===== src/rtl/nf_verdict_pkg.sv =====
// Shared types and constants for the rule-verdict stage.
package nf_verdict_pkg;

    typedef enum logic [1:0] {
        IDLE  = 2'd0,
        COUNT = 2'd1,
        EMIT  = 2'd2
    } state_t;

    localparam int          SLOT_W    = 16;
    localparam int          HIT_BIT   = 16;
    localparam int          ACC_W     = 17;
    localparam logic [15:0] COUNT_SAT = 16'hFFFF;

endpackage


===== src/rtl/avl_stream_if.sv =====
// Avalon-ST style stream bundle with packet framing and byte-empty field.
interface avl_stream_if #(
    parameter int DATA_W  = 512,
    parameter int EMPTY_W = 6
);
    logic               valid;
    logic               ready;
    logic [DATA_W-1:0]  data;
    logic               sop;
    logic               eop;
    logic [EMPTY_W-1:0] empty;

    modport tx (output valid, data, sop, eop, empty, input ready);
    modport rx (input valid, data, sop, eop, empty, output ready);
endinterface


===== src/rtl/rule_slot_popcount.sv =====
// Counts non-zero 16-bit rule slots in a flit; on eop only the slots covered
// by non-empty bytes take part.
module rule_slot_popcount
    import nf_verdict_pkg::*;
#(
    parameter int RULE_W  = 512,
    parameter int EMPTY_W = 6,
    parameter int CNT_W   = $clog2(RULE_W/SLOT_W + 1)
) (
    input  logic [RULE_W-1:0]  flit,
    input  logic               eop,
    input  logic [EMPTY_W-1:0] empty,
    output logic [CNT_W-1:0]   cnt
);
    localparam int NSLOT   = RULE_W / SLOT_W;
    localparam int BYTES   = RULE_W / 8;
    localparam int BYTES_W = $clog2(BYTES + 1);

    logic [BYTES_W-1:0] bytes_valid;
    logic [BYTES_W-1:0] slots_valid;

    assign bytes_valid = BYTES_W'(BYTES) - BYTES_W'(empty);
    assign slots_valid = bytes_valid >> 1;

    always_comb begin
        cnt = '0;
        for (int k = 0; k < NSLOT; k++) begin
            if ((flit[k*SLOT_W +: SLOT_W] != '0) &&
                (!eop || (BYTES_W'(k) < slots_valid))) begin
                cnt = cnt + CNT_W'(1);
            end
        end
    end
endmodule


===== src/rtl/stats_cnt.sv =====
// Wrapping statistics accumulator.
module stats_cnt #(
    parameter int W = 32
) (
    input  logic         clk,
    input  logic         rst_n,
    input  logic         inc_en,
    input  logic [W-1:0] inc_val,
    output logic [W-1:0] cnt
);
    always_ff @(posedge clk or negedge rst_n) begin
        if (!rst_n) begin
            cnt <= '0;
        end else if (inc_en) begin
            cnt <= cnt + inc_val;
        end
    end
endmodule


===== src/rtl/nf_rule_verdict.sv =====
// Pairs each metadata flit with its rule list, stamps {hit, saturated count}
// into the low meta bits and keeps per-packet statistics.
//
// state | meaning
// IDLE  | waiting for a metadata flit
// COUNT | accumulating rule slots until the eop rule flit
// EMIT  | presenting annotated metadata until accepted
module nf_rule_verdict
    import nf_verdict_pkg::*;
#(
    parameter int META_W  = 512,
    parameter int RULE_W  = 512,
    parameter int EMPTY_W = 6
) (
    input  logic        clk,
    input  logic        rst_n,
    avl_stream_if.rx    in_meta,
    avl_stream_if.rx    in_usr,
    avl_stream_if.tx    out_meta,
    output logic [31:0] stats_pkt,
    output logic [31:0] stats_hit,
    output logic [31:0] stats_rules,
    output logic [31:0] stats_err
);
    localparam int CNT_W = $clog2(RULE_W/SLOT_W + 1);

    state_t                    state_q, state_d;
    logic [META_W-1:HIT_BIT+1] meta_q;
    logic [ACC_W-1:0]          acc_q;
    logic                      first_q;
    logic [CNT_W-1:0]          rule_cnt;
    logic [15:0]               count;
    logic                      hit;
    logic                      meta_take, rule_take, emit_done, sop_err;

    rule_slot_popcount #(
        .RULE_W  (RULE_W),
        .EMPTY_W (EMPTY_W),
        .CNT_W   (CNT_W)
    ) u_popcount (
        .flit  (in_usr.data),
        .eop   (in_usr.eop),
        .empty (in_usr.empty),
        .cnt   (rule_cnt)
    );

    always_ff @(posedge clk or negedge rst_n) begin
        if (!rst_n) begin
            state_q <= IDLE;
        end else begin
            state_q <= state_d;
        end
    end

    always_comb begin
        state_d        = state_q;
        in_meta.ready  = 1'b0;
        in_usr.ready   = 1'b0;
        out_meta.valid = 1'b0;
        case (state_q)
            IDLE: begin
                in_meta.ready = 1'b1;
                if (in_meta.valid) state_d = COUNT;
            end
            COUNT: begin
                in_usr.ready = 1'b1;
                if (in_usr.valid && in_usr.eop) state_d = EMIT;
            end
            EMIT: begin
                out_meta.valid = 1'b1;
                if (out_meta.ready) state_d = IDLE;
            end
            default: state_d = IDLE;
        endcase
    end

    assign meta_take = in_meta.ready && in_meta.valid;
    assign rule_take = in_usr.ready && in_usr.valid;
    assign emit_done = out_meta.valid && out_meta.ready;
    assign sop_err   = rule_take && first_q && !in_usr.sop;

    always_ff @(posedge clk or negedge rst_n) begin
        if (!rst_n) begin
            meta_q  <= '0;
            acc_q   <= '0;
            first_q <= 1'b0;
        end else if (meta_take) begin
            meta_q  <= in_meta.data[META_W-1:HIT_BIT+1];
            acc_q   <= '0;
            first_q <= 1'b1;
        end else if (rule_take) begin
            acc_q   <= acc_q + ACC_W'(rule_cnt);
            first_q <= 1'b0;
        end
    end

    assign count = (acc_q > {1'b0, COUNT_SAT}) ? COUNT_SAT : acc_q[15:0];
    assign hit   = (acc_q != '0);

    assign out_meta.data  = {meta_q, hit, count};
    assign out_meta.sop   = 1'b1;
    assign out_meta.eop   = 1'b1;
    assign out_meta.empty = '0;

    stats_cnt #(.W(32)) u_stats_pkt (
        .clk(clk), .rst_n(rst_n), .inc_en(emit_done), .inc_val(32'd1), .cnt(stats_pkt));
    stats_cnt #(.W(32)) u_stats_hit (
        .clk(clk), .rst_n(rst_n), .inc_en(emit_done && hit), .inc_val(32'd1), .cnt(stats_hit));
    stats_cnt #(.W(32)) u_stats_rules (
        .clk(clk), .rst_n(rst_n), .inc_en(emit_done), .inc_val(32'(acc_q)), .cnt(stats_rules));
    stats_cnt #(.W(32)) u_stats_err (
        .clk(clk), .rst_n(rst_n), .inc_en(sop_err), .inc_val(32'd1), .cnt(stats_err));

endmodule


===== src/flat_wrapper.sv =====
// flat-port wrapper written by rule: the top's interface ports become plain ports
module nf_rule_verdict_flat import nf_verdict_pkg::*;
#(
    parameter int META_W  = 512,
    parameter int RULE_W  = 512,
    parameter int EMPTY_W = 6
)
  (clk, rst_n, stats_pkt, stats_hit, stats_rules, stats_err, in_meta_valid, in_meta_data, in_meta_sop, in_meta_eop, in_meta_empty, in_meta_ready, in_usr_valid, in_usr_data, in_usr_sop, in_usr_eop, in_usr_empty, in_usr_ready, out_meta_valid, out_meta_data, out_meta_sop, out_meta_eop, out_meta_empty, out_meta_ready);
  avl_stream_if #(.DATA_W(META_W), .EMPTY_W(EMPTY_W)) in_meta_i ();
  avl_stream_if #(.DATA_W(RULE_W), .EMPTY_W(EMPTY_W)) in_usr_i ();
  avl_stream_if #(.DATA_W(META_W), .EMPTY_W(EMPTY_W)) out_meta_i ();
  input  logic clk;
  input  logic rst_n;
  output logic [31:0] stats_pkt;
  output logic [31:0] stats_hit;
  output logic [31:0] stats_rules;
  output logic [31:0] stats_err;
  input wire logic [$bits(in_meta_i.valid)-1:0] in_meta_valid;
  input wire logic [$bits(in_meta_i.data)-1:0] in_meta_data;
  input wire logic [$bits(in_meta_i.sop)-1:0] in_meta_sop;
  input wire logic [$bits(in_meta_i.eop)-1:0] in_meta_eop;
  input wire logic [$bits(in_meta_i.empty)-1:0] in_meta_empty;
  output wire logic [$bits(in_meta_i.ready)-1:0] in_meta_ready;
  input wire logic [$bits(in_usr_i.valid)-1:0] in_usr_valid;
  input wire logic [$bits(in_usr_i.data)-1:0] in_usr_data;
  input wire logic [$bits(in_usr_i.sop)-1:0] in_usr_sop;
  input wire logic [$bits(in_usr_i.eop)-1:0] in_usr_eop;
  input wire logic [$bits(in_usr_i.empty)-1:0] in_usr_empty;
  output wire logic [$bits(in_usr_i.ready)-1:0] in_usr_ready;
  output wire logic [$bits(out_meta_i.valid)-1:0] out_meta_valid;
  output wire logic [$bits(out_meta_i.data)-1:0] out_meta_data;
  output wire logic [$bits(out_meta_i.sop)-1:0] out_meta_sop;
  output wire logic [$bits(out_meta_i.eop)-1:0] out_meta_eop;
  output wire logic [$bits(out_meta_i.empty)-1:0] out_meta_empty;
  input wire logic [$bits(out_meta_i.ready)-1:0] out_meta_ready;
  assign in_meta_i.valid = in_meta_valid;
  assign in_meta_i.data = in_meta_data;
  assign in_meta_i.sop = in_meta_sop;
  assign in_meta_i.eop = in_meta_eop;
  assign in_meta_i.empty = in_meta_empty;
  assign in_meta_ready = in_meta_i.ready;
  assign in_usr_i.valid = in_usr_valid;
  assign in_usr_i.data = in_usr_data;
  assign in_usr_i.sop = in_usr_sop;
  assign in_usr_i.eop = in_usr_eop;
  assign in_usr_i.empty = in_usr_empty;
  assign in_usr_ready = in_usr_i.ready;
  assign out_meta_valid = out_meta_i.valid;
  assign out_meta_data = out_meta_i.data;
  assign out_meta_sop = out_meta_i.sop;
  assign out_meta_eop = out_meta_i.eop;
  assign out_meta_empty = out_meta_i.empty;
  assign out_meta_i.ready = out_meta_ready;
  nf_rule_verdict #(.META_W(META_W), .RULE_W(RULE_W), .EMPTY_W(EMPTY_W)) u_core (.clk(clk), .rst_n(rst_n), .in_meta(in_meta_i), .in_usr(in_usr_i), .out_meta(out_meta_i), .stats_pkt(stats_pkt), .stats_hit(stats_hit), .stats_rules(stats_rules), .stats_err(stats_err));
endmodule

===== config.mk =====
export PLATFORM = sky130hd
export DESIGN_NAME = nf_rule_verdict_flat
export DESIGN_NICKNAME = d
export VERILOG_FILES = /design/src/rtl/nf_verdict_pkg.sv /design/src/rtl/avl_stream_if.sv /design/src/rtl/rule_slot_popcount.sv /design/src/rtl/stats_cnt.sv /design/src/rtl/nf_rule_verdict.sv /design/src/flat_wrapper.sv
export SDC_FILE = /design/constraint.sdc
export NUM_CORES = 2
export LEC_CHECK = 0
export CAP_MARGIN = 10
export CORE_AREA = 5 5 666 668
export DETAILED_ROUTE_END_ITERATION = 10
export DIE_AREA = 0 0 671 673
export GPL_ROUTABILITY_DRIVEN = 1
export SLEW_MARGIN = 20
export SYNTH_ARGS = -nofsm -noshare
export SYNTH_HDL_FRONTEND = slang
export SYNTH_SLANG_ARGS = --single-unit

===== constraint.sdc =====
create_clock -name clk -period 9.3 [get_ports clk]
set_clock_uncertainty 0.2 [all_clocks]
set_input_delay 0.93 -clock clk [delete_from_list [all_inputs] [get_ports clk]]
set_output_delay 0.93 -clock clk [all_outputs]
set_load 0.01 [all_outputs]

==> After elaboration in Yosys (flattened, before gate mapping) <==
Cells that the tools add are included.
{ "word_totals": {"ff_bits": 643, "inputBits": 1045, "output_inout_bits": 651, "wordCells": 236} }
{ "op_classes": {"add_sub_neg": 37, "order_cmp": 33, "eq_ne": 5, "mux": 44, "n_reduce_logical": 109} }
{ "op_table": {"columns": ["op", "count"], "rows": [
  ["$reduce_bool 16->1", 32],
  ["$add 6x1->6 const B", 30],
  ["$mux 6", 30],
  ["$add 32x1->32 const B", 3],
  ["$lt 5x6->1 const A", 16],
  ["$lt 4x6->1 const A", 8],
  ["$logic_and 1x1->1", 39],
  ["$mux 17", 2],
  ["$add 32x17->32", 1],
  ["$logic_or 1x1->1", 32],
  ["$lt 3x6->1 const A", 4],
  ["$add 17x6->17", 1],
  ["$gt 17x16->1 const B", 1],
  ["$reduce_bool 17->1", 1],
  ["$mux 16", 1],
  ["$lt 1x6->1 const A", 2],
  ["$lt 2x6->1 const A", 2],
  ["$mux 2", 4],
  ["$sub 7x6->7 const A", 1],
  ["$mux 1", 6],
  ["$pmux 2 s3", 1],
  ["$ne 2x2->1 const B", 2],
  ["$reduce_and 3->1", 1],
  ["$add 1x1->2 const B", 1],
  ["6 further kinds", 7]
]} }

==> Longest topological paths before layout <==
{ "depth": {"depth_word": 70, "depth_mapped": 116, "ltp_nobuf": 114} }

==> By module <==
From an unflattened synthesis, not the netlist that was laid out.
{ "hier_totals": {"cells_unflattened": 4455, "hier_area_um2": 38085.3} }
{ "modules_own_cells": {"columns": ["mod", "n_inst", "cells_each", "area_each_um2", "seq_area_each_um2"], "rows": [
  ["nf_rule_verdict", 1, 2247, 19836.5, 12887.4],
  ["stats_cnt", 4, 305, 2820.2, 800.8],
  ["rule_slot_popcount", 1, 988, 6967.9, 0.0]
]} }

==> Least setup slack after synthesis <==
OpenSTA, ideal clock, no wires.
{ "synth_path": {"path_kind": "in2reg", "start": "input port in_usr_empty[0]", "end": "register u_core.acc_q[11]", "setup_ns": 0.078, "t_arrival_ns": 22.191, "required_ns": 9.022, "slack_ns": -13.169, "stages": 112, "path_buffers": 2, "path_cell_list": "buf_4 or4_1 buf_4 o21a_1 o211a_4 a21boi_0 ha_1 inv_1 nor2_1 a221oi_1 inv_1 ha_1 mux2_2 ha_1 a221oi_1 inv_1 ha_1 inv_1 [... 76 more ...] mux2_2 ha_1 mux2_2 ha_1 nand2_1 nor2_1 maj3_1 nor2b_1 a31oi_1 xor2_1 ha_1 o21ai_0 nand2b_1 a21oi_1 nor2_1 nand3_1 or3_1 a21oi_1"} }
{ "synth_between": {"elab_chain_len": 70, "word_cells_on_any_way": 163, "classes_between": "33 x add/sub; 32 x order compare; 34 x mux; 64 x reduce/logical"} }
{ "synth_lines": {"columns": ["item", "line_no", "source"], "rows": [
  ["from (decl)", "flat_wrapper.sv:28", "input wire logic [$bits(in_usr_i.empty)-1:0] in_usr_empty;"],
  ["$sub 7x6->7 (*)", "rule_slot_popcount.sv:22", "assign bytes_valid = BYTES_W'(BYTES) - BYTES_W'(empty);"],
  ["$lt 1x6->1", "rule_slot_popcount.sv:29", "(!eop || (BYTES_W'(k) < slots_valid))) begin"],
  ["$logic_or 1x1->1", "rule_slot_popcount.sv:29", null],
  ["$logic_and 1x1->1", "rule_slot_popcount.sv:28", "if ((flit[k*SLOT_W +: SLOT_W] != '0) &&"],
  ["$mux 1", "rule_slot_popcount.sv:28", null],
  ["$add 1x1->2", "rule_slot_popcount.sv:30", "cnt = cnt + CNT_W'(1);"],
  ["$mux 2", "rule_slot_popcount.sv:28", null],
  ["$add 6x1->6", "rule_slot_popcount.sv:30", null],
  ["[... 54 more ...]", null, null],
  ["$mux 6", "rule_slot_popcount.sv:28", null],
  ["$add 6x1->6", "rule_slot_popcount.sv:30", null],
  ["$mux 6", "rule_slot_popcount.sv:28", null],
  ["$add 6x1->6", "rule_slot_popcount.sv:30", null],
  ["$mux 6 (*)", "rule_slot_popcount.sv:28", null],
  ["$add 17x6->17 (*)", "nf_rule_verdict.sv:92", "acc_q <= acc_q + ACC_W'(rule_cnt);"],
  ["$mux 17 (*)", "nf_rule_verdict.sv:91", "end else if (rule_take) begin"],
  ["$mux 17 (*)", "nf_rule_verdict.sv:87", "end else if (meta_take) begin"],
  ["to (signal assigned)", "nf_rule_verdict.sv:92", null],
  ["to (decl)", "nf_rule_verdict.sv:29", "logic [ACC_W-1:0] acc_q;"]
]} }
Mark *: on every way between the ends. The rest lies on a longest branch, timed or not. The select of a mux whose other input is x is not followed.
A chain may end at the register's enable or synchronous reset.

==> Worst setup path after layout <==
{ "layout_path": {"start": "input port in_usr_data[11]", "end": "register u_core.acc_q[11]"} }
{ "layout_between": {"elab_chain_len": 68} }
{ "layout_lines": {"columns": ["item", "line_no", "source"], "rows": [
  ["from (decl)", "flat_wrapper.sv:25", "input wire logic [$bits(in_usr_i.data)-1:0] in_usr_data;"],
  ["$reduce_bool 16->1 (*)", "rule_slot_popcount.sv:28", null],
  ["$logic_and 1x1->1 (*)", "rule_slot_popcount.sv:28", null],
  ["$mux 1 (*)", "rule_slot_popcount.sv:28", null],
  ["$add 1x1->2", "rule_slot_popcount.sv:30", null],
  ["$mux 2 (*)", "rule_slot_popcount.sv:28", null],
  ["$add 6x1->6", "rule_slot_popcount.sv:30", null],
  ["$mux 6 (*)", "rule_slot_popcount.sv:28", null],
  ["$add 6x1->6", "rule_slot_popcount.sv:30", null],
  ["[... 52 more ...]", null, null],
  ["$mux 6 (*)", "rule_slot_popcount.sv:28", null],
  ["$add 6x1->6", "rule_slot_popcount.sv:30", null],
  ["$mux 6 (*)", "rule_slot_popcount.sv:28", null],
  ["$add 6x1->6", "rule_slot_popcount.sv:30", null],
  ["$mux 6 (*)", "rule_slot_popcount.sv:28", null],
  ["$add 17x6->17 (*)", "nf_rule_verdict.sv:92", null],
  ["$mux 17 (*)", "nf_rule_verdict.sv:91", null],
  ["$mux 17 (*)", "nf_rule_verdict.sv:87", null]
]} }
Marked as above.

==> results.txt <==
The floorplan die area is 451600 um^2. The area of combinational cells with multiple inputs is between 15000 and 20000 um^2. TritonCTS built the clock tree. Once detailed placement completed, the half-perimeter wirelength came to 280.5 mm. The number of port buffers is 1662. Relative to the synthesized area, the layout overhead comes to 96.13%. The internal reg-to-reg setup slack is 3760 ps. The mean post-synth cell area came out at ~12 um^2. The number of detailed-routing iterations run before antenna repair is 5. The most numerous cell on the critical path is sky130_fd_sc_hd__ha_4. The combinational share of power came out at around 73%. The first-pass GRT wire length is 378.4 mm. The worst setup path is captured at a register. The worst path uses 212.8% of the clock period. In this run the tightest slew margin relative to its limit is 29.34%. Net switching is 42.49% of the power. The portion of total power attributed to the clock network came out at between 10% and 20%.

The dominant combinational cell family by area after synthesis is multiplexers. The overall power of the completed layout is 0.03088 W. The number of antenna violations at the first check in global routing came out at 289. The area share of the largest cell type after synthesis is 50.63%. The worst path arrival time is 20250 ps. The number of inserted filler cells in the final layout is between 40000 and 50000. The XOR/XNOR share of the synthesized area came out at 8.209%.

In this design, the stage delay of the slowest critical-path cell is 530 ps. The flow ran to the end, but the final reports show violations. The remaining antenna violation count after routing is 0. The achievable clock frequency came out at ~50 MHz. Setup violations remaining at the end of the flow were counted as 16.

The number of CTS-inserted buffers is 89. Yosys attributes the largest share of cell area to sky130_fd_sc_hd__dfrtp_1, sky130_fd_sc_hd__mux2_2, sky130_fd_sc_hd__xnor2_1, sky130_fd_sc_hd__nor4_1, sky130_fd_sc_hd__ha_1. The total number of yosys warnings came out at 0. The final wirelength came out at 313.1 mm.

Counting every instance in the synthesized netlist gives 2638. Clock tree synthesis selected as its root buffer the cell sky130_fd_sc_hd__clkbuf_16. The post-route core utilization is between 10% and 20%.

The tool flagged a number of max-cap violations equal to 0. The largest net degree at the start of global routing is 142. By startpoint and endpoint, the worst setup path is classified as in -> reg. The worst voltage drop across the vdd grid is 0.001682 V.

The adder-cell share of the synthesized area is 2.539%. The predominant post-synthesis flop cell is sky130_fd_sc_hd__dfrtp_1. Summing the areas of all and, or, nand and nor instances in the mapped netlist gives 12.35% of the synthesized area.

The floorplan step defined a core boundary enclosing 436600 um^2. The final-report max-slew violation count came to 0. The clock latency on the worst-skew pair is 770 ps. Summing all non-filler instances in the final layout gives an area of 62330 um^2. The number of synthesized flops with an enable pin came out at 0. In the final design database the tool counted 5834 nets. Measured in cells, the most critical reg-to-reg path has a length of 22. After detailed routing, the average wire length per cell comes to 29.52 um. The register share of total power came out at roughly 15%. The multiplexer area fraction after synthesis is 18.61%. Yosys mapped the design onto 103 distinct sky130hd cell types. STA puts the critical path data required time at a little under 10000 ps. The total congestion overflow after global routing came out at 0.

The number of vias after detailed routing is about 31000. The mapped cell area came out at 31780 um^2. The setup TNS after final layout is -163300 ps. The number of failing hold endpoints at the final stage came out at 0. The checks that failed: setup timing. The count of clock tree sinks is ~640. The worst-case setup slack after placement came out at -11880 ps. The number of global-route vias before repair is around 31000.

The path class of the tightest hold or removal check is reg -> reg. For this design the ratio of total power to cell area is 495.5 nW/um^2. The congestion estimate from routability-driven global placement came to between 0.9 and 1. Setup repair after global routing could not meet its margin everywhere. The sequential cells in the finished layout cover a total of 16090 um^2. From bottom edge to top edge, the die measures 673 um.

The starting utilization of the core area is 7.279%. The largest total area in the synthesized netlist belongs to sky130_fd_sc_hd__dfrtp_1. The cell internal power dissipation is 0.01776 W. The minimum period implied by the final worst setup slack is 19790 ps. The maximum number of buffers from clock root to sink is 4. The worst setup path is launched from an input port.

Global routing used between 10% and 20% of the available tracks across all layers. In the post-synthesis netlist, the cell with the most instances is sky130_fd_sc_hd__dfrtp_1. The slowest stage of the critical path belongs to the cell sky130_fd_sc_hd__clkdlybuf4s50_1. At the pin with the least slew margin, the transition time is 1060 ps. The leakage power summed over all cells is 23.70 nW. The number of DRC violations after detailed-routing iteration 0 came out at around 1900. Counting instances in the post-synthesis netlist gives the leading cell types as sky130_fd_sc_hd__dfrtp_1, sky130_fd_sc_hd__mux2_2, sky130_fd_sc_hd__xnor2_1. The number of ports placed on the die boundary came out at 1696. The H-tree was split into 3 levels. The count of cells along the worst hold path is 1. The number of DRC violations after detailed routing came out at 0. The initialized floorplan defines 243 standard-cell rows. The share of synthesized area occupied by flip-flops and latches came out at 50.63%. Measured along the x axis, the die boundary spans around 670 um. The complex-gate fraction of the synthesized area is 5.547%.

The critical-path maximum fanout is 5. The number of register bits inferred by synthesis came out at 643. In the final layout, the share of cells above drive strength 1 is 26.14%.

For this run, asynchronously set or reset flops after synthesis account for between 90% and 100%. The net switching power figure came out at 0.01312 W. The CTS clock-pin slew for the worst setup and hold paths came out at 50 ps. The post-route worst setup slack is -10490 ps. In the routed layout, each cell is associated on average with a via count of a little under 3.

The cell area reported after detailed placement came out at 58610 um^2.
-- power by group through the flow --
stage               combinational (W)  sequential (W)  clock (W)
global route                   0.0241         0.00480    0.00383
floorplan                     0.00995         0.00513          0
CTS                            0.0219         0.00466    0.00376
finish                         0.0226         0.00465    0.00360
detailed placement             0.0213         0.00467          0
global placement               0.0212         0.00464          0
-- cells in the final DEF (no fill, tap or decap), types with 48 or more instances in the layout --
cell type | synthesis | routed
sky130_fd_sc_hd__nand2_1 | 165 | 157
sky130_fd_sc_hd__nand4_1 | 50 | 50
sky130_fd_sc_hd__nor4_1 | 138 | 133
sky130_fd_sc_hd__xnor2_1 | 166 | 162
sky130_fd_sc_hd__buf_4 | 11 | 418
sky130_fd_sc_hd__o21ai_0 | 59 | 48
sky130_fd_sc_hd__clkbuf_16 | 0 | 91
sky130_fd_sc_hd__xor2_1 | 51 | 51
sky130_fd_sc_hd__inv_1 | 63 | 54
sky130_fd_sc_hd__nor2_1 | 123 | 113
sky130_fd_sc_hd__mux2_2 | 510 | 501
sky130_fd_sc_hd__a21oi_1 | 54 | 49
sky130_fd_sc_hd__dfrtp_1 | 643 | 643
sky130_fd_sc_hd__diode_2 | 0 | 50
sky130_fd_sc_hd__nand3_1 | 76 | 75
sky130_fd_sc_hd__clkdlybuf4s50_1 | 0 | 1644
-- layer usage --
metal  share of wire, %  vias up  GRT usage [%]
met3                 12      456          6.348
met1                 36    15430          14.24
met4                2.4       52          2.735
met2                 50     1601          23.35
li1                   -    13830              -
met5               0.11        -              0
-- registers in the layout (all words and copies together) (netlist names) --
register	flops
u_core.state_q	2
u_core.u_stats_hit.cnt	32
u_core.acc_q	17
u_core.first_q	1
u_core.meta_q	495
u_core.u_stats_err.cnt	32
u_core.u_stats_pkt.cnt	32
u_core.u_stats_rules.cnt	32
-- kinds of logic after synthesis --
family	Yosys count
and+or+nand+nor	739
DFF	643
muxes	526
AOI/OAI and AO/OA	252
xor gates and xnor gates	251
buffers and inverters	161
adders and majority gates	64
other	2
-- path summary, 6_finish.rpt --
kind | to | from
max | u_core.acc_q[11] | in_usr_data[11]
min | u_core.u_stats_rules.cnt[31] | u_core.u_stats_rules.cnt[31]
max reg2reg | u_core.u_stats_rules.cnt[28] | u_core.acc_q[1]
min reg2reg | u_core.u_stats_rules.cnt[31] | u_core.u_stats_rules.cnt[31]
max in group asynchronous | u_core.u_stats_rules.cnt[14] | rst_n
min in group asynchronous | u_core.meta_q[345] | rst_n
-- stage by stage --
step	cells	hold slack [ps]
floorplan	2644	241.6
global placement	10360	248.9
detailed placement	10360	260.1
CTS	10540	268.4
global route	10570	282.8
finish	10600	262.5
-- layout make-up --
type,count,share of cell area (%)
multi-input cells,1840,25.26
clock buffers,119,4.031
inverters,65,0.3995
well taps,5757,11.56
flip-flops and latches,643,25.81
diodes,50,0.2007
repair buffers,2090,32.02
clock inverters,40,0.7207
-- timing repair --
item	4_1_cts	5_1_grt
cloned	0	0
pin swaps	36	59
hold buffers	1	0
setup buffers	19	14
endpoints found under the setup margin	16	16
hold endpoints to repair	76	0
gates resized for setup	31	63
-- worst max-delay path: cells and delay by family --
kind,cells,cell delay [ps]
AND/OR/NAND/NOR,29,3090
AO/OA/AOI/OAI,28,4020
multiplexers,9,2520
XOR/XNOR,1,100
adder cells (fa/ha/maj),32,8190
buffers and inverters,12,1370
Power figures use the tool's default switching activity.
